<file path="config.mk">
export PLATFORM = sky130hd
export DESIGN_NAME = div_ctrl_flat
export DESIGN_NICKNAME = d
export VERILOG_FILES = /design/src/rtl/div_ctrl_if.sv /design/src/rtl/div_ctrl.sv /design/src/flat_wrapper.sv
export SDC_FILE = /design/constraint.sdc
export NUM_CORES = 1
export LEC_CHECK = 0
export ABC_CLOCK_PERIOD_IN_PS = 3400
export BUFFER_PORTS_ARGS = -buffer_cell sky130_fd_sc_hd__buf_2
export CORE_MARGIN = 1
export CORE_UTILIZATION = 60
export DETAILED_ROUTE_END_ITERATION = 8
export PLACE_DENSITY_LB_ADDON = 0.2
export SYNTH_ARGS = -nofsm -noshare
export SYNTH_HDL_FRONTEND = slang
export SYNTH_SLANG_ARGS = --single-unit
</file>
<file path="constraint.sdc">
create_clock -name clk -period 3.4 [get_ports clk]
set_input_delay 0.17 -clock clk [delete_from_list [all_inputs] [get_ports clk]]
set_output_delay 0.17 -clock clk [all_outputs]
set_load 0.02 [all_outputs]
</file>
<file path="src/rtl/div_ctrl_if.sv">
// Handshake and operand bundle between EX and the divider.
// EX drives the request side; the divider returns result, ready and stall.
interface div_ctrl_if #(
   parameter int DW = 32
);
   logic            start_i;
   logic            annul_i;
   logic            signed_div_i;
   logic [DW-1:0]   opdata1_i;
   logic [DW-1:0]   opdata2_i;
   logic [2*DW-1:0] result_o;
   logic            ready_o;
   logic            stall_o;

   modport master (
      output start_i, annul_i, signed_div_i,
      output opdata1_i, opdata2_i,
      input  result_o, ready_o, stall_o
   );

   modport slave (
      input  start_i, annul_i, signed_div_i,
      input  opdata1_i, opdata2_i,
      output result_o, ready_o, stall_o
   );
endinterface

</file>
<file path="src/rtl/div_ctrl.sv">
// Radix-2 restoring divider for DIV/DIVU.
// Holds {remainder, quotient} until EX drops its request.
module div_ctrl #(
   parameter int DW = 32
) (
   input logic       clk,
   input logic       rst,
   div_ctrl_if.slave bus
);
   localparam int CW = $clog2(DW) + 1;

   typedef enum logic [1:0] {IDLE, BYZERO, ON, END} state_t;

   state_t          state, state_n;
   logic [CW-1:0]   cnt, cnt_n;
   logic [DW-1:0]   dvd, dvd_n;
   logic [DW-1:0]   dsr, dsr_n;
   logic [DW-1:0]   rem, rem_n;
   logic [DW-1:0]   quo, quo_n;
   logic            neg_q, neg_q_n;
   logic            neg_r, neg_r_n;
   logic [2*DW-1:0] result, result_n;
   logic            ready, ready_n;

   logic [DW-1:0]   a_abs, b_abs;
   logic [DW-1:0]   shifted, diff;
   logic            ge;
   logic            go;

   assign go = bus.start_i & ~bus.annul_i;

   assign a_abs = (bus.signed_div_i & bus.opdata1_i[DW-1])
                ? -bus.opdata1_i : bus.opdata1_i;
   assign b_abs = (bus.signed_div_i & bus.opdata2_i[DW-1])
                ? -bus.opdata2_i : bus.opdata2_i;

   // Partial remainder never exceeds the divisor, so DW-bit diff is exact.
   assign shifted = {rem[DW-2:0], dvd[DW-1]};
   assign ge      = {rem, dvd[DW-1]} >= {1'b0, dsr};
   assign diff    = shifted - dsr;

   always_ff @(posedge clk) begin
      if (rst) begin
         state  <= IDLE;
         cnt    <= '0;
         dvd    <= '0;
         dsr    <= '0;
         rem    <= '0;
         quo    <= '0;
         neg_q  <= 1'b0;
         neg_r  <= 1'b0;
         result <= '0;
         ready  <= 1'b0;
      end else begin
         state  <= state_n;
         cnt    <= cnt_n;
         dvd    <= dvd_n;
         dsr    <= dsr_n;
         rem    <= rem_n;
         quo    <= quo_n;
         neg_q  <= neg_q_n;
         neg_r  <= neg_r_n;
         result <= result_n;
         ready  <= ready_n;
      end
   end

   always_comb begin
      state_n  = state;
      cnt_n    = cnt;
      dvd_n    = dvd;
      dsr_n    = dsr;
      rem_n    = rem;
      quo_n    = quo;
      neg_q_n  = neg_q;
      neg_r_n  = neg_r;
      result_n = result;
      ready_n  = ready;
      unique case (state)
         IDLE: begin
            if (go && bus.opdata2_i == '0) begin
               state_n = BYZERO;
               cnt_n   = '0;
            end else if (go) begin
               state_n = ON;
               cnt_n   = '0;
               dvd_n   = a_abs;
               dsr_n   = b_abs;
               rem_n   = '0;
               quo_n   = '0;
               neg_q_n = bus.signed_div_i
                       & (bus.opdata1_i[DW-1] ^ bus.opdata2_i[DW-1]);
               neg_r_n = bus.signed_div_i & bus.opdata1_i[DW-1];
            end
         end
         BYZERO: begin
            // One settle cycle gives zero-divide a two-edge latency.
            if (cnt == '0) begin
               cnt_n = CW'(1);
            end else begin
               state_n  = END;
               result_n = '0;
               ready_n  = 1'b1;
            end
         end
         ON: begin
            if (bus.annul_i) begin
               state_n = IDLE;
            end else if (cnt != CW'(DW)) begin
               rem_n = ge ? diff : shifted;
               quo_n = {quo[DW-2:0], ge};
               dvd_n = {dvd[DW-2:0], 1'b0};
               cnt_n = cnt + CW'(1);
            end else begin
               state_n  = END;
               ready_n  = 1'b1;
               result_n = {neg_r ? -rem : rem,
                           neg_q ? -quo : quo};
            end
         end
         END: begin
            if (bus.annul_i || !bus.start_i) begin
               state_n  = IDLE;
               ready_n  = 1'b0;
               result_n = '0;
            end
         end
         default: state_n = IDLE;
      endcase
   end

   assign bus.result_o = result;
   assign bus.ready_o  = ready;
   assign bus.stall_o  = go & (state != END);
endmodule
</file>
<file path="src/flat_wrapper.sv">
// flat-port wrapper written by rule: the top's interface ports become plain ports
module div_ctrl_flat 
#(
   parameter int DW = 32
)
  (clk, rst, bus_start_i, bus_annul_i, bus_signed_div_i, bus_opdata1_i, bus_opdata2_i, bus_result_o, bus_ready_o, bus_stall_o);
  div_ctrl_if #(.DW(DW)) bus_i ();
  input logic clk;
  input logic rst;
  input wire logic [$bits(bus_i.start_i)-1:0] bus_start_i;
  input wire logic [$bits(bus_i.annul_i)-1:0] bus_annul_i;
  input wire logic [$bits(bus_i.signed_div_i)-1:0] bus_signed_div_i;
  input wire logic [$bits(bus_i.opdata1_i)-1:0] bus_opdata1_i;
  input wire logic [$bits(bus_i.opdata2_i)-1:0] bus_opdata2_i;
  output wire logic [$bits(bus_i.result_o)-1:0] bus_result_o;
  output wire logic [$bits(bus_i.ready_o)-1:0] bus_ready_o;
  output wire logic [$bits(bus_i.stall_o)-1:0] bus_stall_o;
  assign bus_i.start_i = bus_start_i;
  assign bus_i.annul_i = bus_annul_i;
  assign bus_i.signed_div_i = bus_signed_div_i;
  assign bus_i.opdata1_i = bus_opdata1_i;
  assign bus_i.opdata2_i = bus_opdata2_i;
  assign bus_result_o = bus_i.result_o;
  assign bus_ready_o = bus_i.ready_o;
  assign bus_stall_o = bus_i.stall_o;
  div_ctrl #(.DW(DW)) u_core (.clk(clk), .rst(rst), .bus(bus_i));
endmodule
</file>
==> metrics.txt <==
final instance area 13900 um2; R2R setup slack 0.22 ns; crit path max fanout 20; post-synthesis cell type count 75; Lkg Pwr 0.00584 uW; Hold Crit Class in -> reg; Synth top cells by count nand2_1, dfxtp_1, a21oi_1; Crit path required time 3.80 ns; global-route wire length before repair 51600 um; DRC Markers 0; syn_nets 1698; initial DRC count 848; WHS Path Cells 3; Post-CTS Setup Bufs 0; ANT nets after route 0; remaining global-route overflow 0; largest net degree at the start of global routing 73; GRT Total Usage 30.8%; HPWL Detailed 23700 um; Cells after DPL 1920; Max Freq 315 MHz; fin nets 1800; vias post-DR 11.7k; Core Area 19700 um2; Avg Inst Size Synth 7.71 um2; #FFs+latches synth 203; Synthesis Warnings 0; Synth-to-Final Area Change 14.0%; Tcrit/Tclk final 93.4%; top-area cell type share of the netlist area 33.2%; RePlAce Congestion 0.928; Tightest Pin Transition 1.06 ns; initial core utilization 62.0%; Initial DRT Pass Iterations 6; register area share after synthesis 33.2%; FILL cells 1572; crit path capture type register; Async S/R FF share, synth 0%; Root Buffer clkbuf_16; DRT Wirelength 32300 um; CTS resizes 0; Register Area 4060 um2; Worst-path clk slew 0.06 ns; chip width 145 um; number of global-route vias before repair 10.4k; Post-Layout Cell Count 1969; Fin. Hold Viols 0; clock skew 0.00973 ns; VDD IR-drop max 0.000592 V; aggregate negative setup slack 0 ns; TritonCTS clock tree yes; critical path startpoint category register; layout cells sized above 1 13.7%; max cap viols 0; CTS Buf Count 23; Post-Synthesis Cell Area 12200 um2; Die ar. 20900 um2; Worst R2R Path Depth 10; footprint of the multi-input gates 7570 um2; initial antenna violation count 0; vias per cell 5.95; critical path type reg -> reg; outcome completed; Top-Level Pins 135; Die H 145 um; number of cell rows 51; # diodes 0; CP arrival 3.58 ns; Clock Latency Late Sink 0.52 ns; Clock Path Buffers 3; count leader, synth nand2_1; port bufs 134; WL/cell 16.4 um; Max Slew Vio Count 0; RSZ-0062 raised after global routing no; H-Tree Level Count 1; largest cells by area after synthesis dfxtp_1, nand2_1, xnor2_1, a21oi_1, xor2_1; Worst slew margin 29.0%; cells after synthesis 1585; EDFF count, synth 0; Top FF cell, synth dfxtp_1; clk sinks 203; Hold Buf Count CTS 7; Final setup viols 0; P per Cell Area 535 nW/um2; Synth area leader dfxtp_1; Final Critical Period 3.18 ns; Area after DPL 13100 um2
## critical path, stage by stage, from the launching register on
cell and delay (ns):
dfxtp_1 0.47, ha_1 0.35, a21o_1 0.23, a31oi_1 0.26
a311oi_1 0.17, o211ai_1 0.24, a211oi_1 0.19, nor3_4 0.46
buf_4 0.37, mux2i_1 0.23, o21ai_0 0.09
## power by group
| group | total (uW) | switching [uW] | leakage, uW | internal, uW |
|---|---|---|---|---|
| sequential | 2600 | 77.2 | 0.00164 | 2520 |
| clock | 2520 | 1030 | 0.000383 | 1500 |
| combinational | 2340 | 1570 | 0.00381 | 767 |
| total | 7450 | 2670 | 0.00584 | 4780 |
## flip-flops by register name, summed over array words and instances, names as in the netlist, 2 cells and up
name / flops
u_core.quo: 32
u_core.rem: 32
u_core.dsr: 32
u_core.cnt: 6
u_core.bus.result_o: 64
u_core.state: 2
u_core.dvd: 32
## worst paths after layout
kind                                             start                      to
worst max register to register           u_core.rem[3]          u_core.rem[11]
worst min-delay path                 bus_opdata2_i[23]          u_core.dsr[23]
worst max-delay path                     u_core.rem[3]          u_core.rem[11]
worst min register to register  u_core.bus.result_o[1]  u_core.bus.result_o[1]
## through the flow
stage / hold slack (ns) / total power (uW) / util [%] / setup WS, ns
after floorplan: 0.306 / 4350 / - / 0.581
after global placement: 0.438 / 4920 / 66.4 / 0.356
after detailed placement: 0.443 / 4940 / 66.4 / 0.295
after CTS: 0.00335 / 7450 / 70.7 / 0.289
after global routing: 0.0164 / 7850 / 70.7 / 0.0264
final: 0.00864 / 7450 / 70.7 / 0.223
## cells in the final DEF, fill, tap and decap left out, types with 31 or more instances in the layout
cell type  count
a211oi_1      37
a21oi_1      143
a22oi_1       33
buf_2        133
buf_4         33
dfxtp_1      203
ha_1          42
inv_1         58
nand2_1      243
nand3_1       65
nor2_1       116
o21ai_0       92
o31ai_1       31
xnor2_1       84
xor2_1        64
## cell families (layout without fill, tap and decap cells)
| logic type | count (synthesis) | count (layout) | synth area share, % |
|---|---|---|---|
| buffers and inverters | 154 | 273 | 5.12 |
| flip-flops | 203 | 203 | 33.2 |
| XOR/XNOR | 148 | 148 | 10.6 |
| adder cells (fa/ha/maj) | 44 | 44 | 4.57 |
| AND/OR/NAND/NOR | 551 | 551 | 21.0 |
| multiplexers | 24 | 24 | 1.98 |
| AO/OA/AOI/OAI | 461 | 461 | 23.5 |
## cell type report
class / count / share of cell area [%]
Multi-Input combinational cell: 1228 / 54.3
Sequential cell: 203 / 29.2
Timing Repair Buffer: 173 / 7.06
Clock buffer: 31 / 4.63
Tap cell: 265 / 2.38
Inverter: 58 / 1.56
Clock inverter: 11 / 0.907
## per-layer routing
layer  track usage, %  share of wire, %
met5                0                 0
met4             7.20               1.6
met3             4.11               7.2
met2             49.9                45
met1             43.2                46
Note: power is estimated with default switching activity, not from simulation.
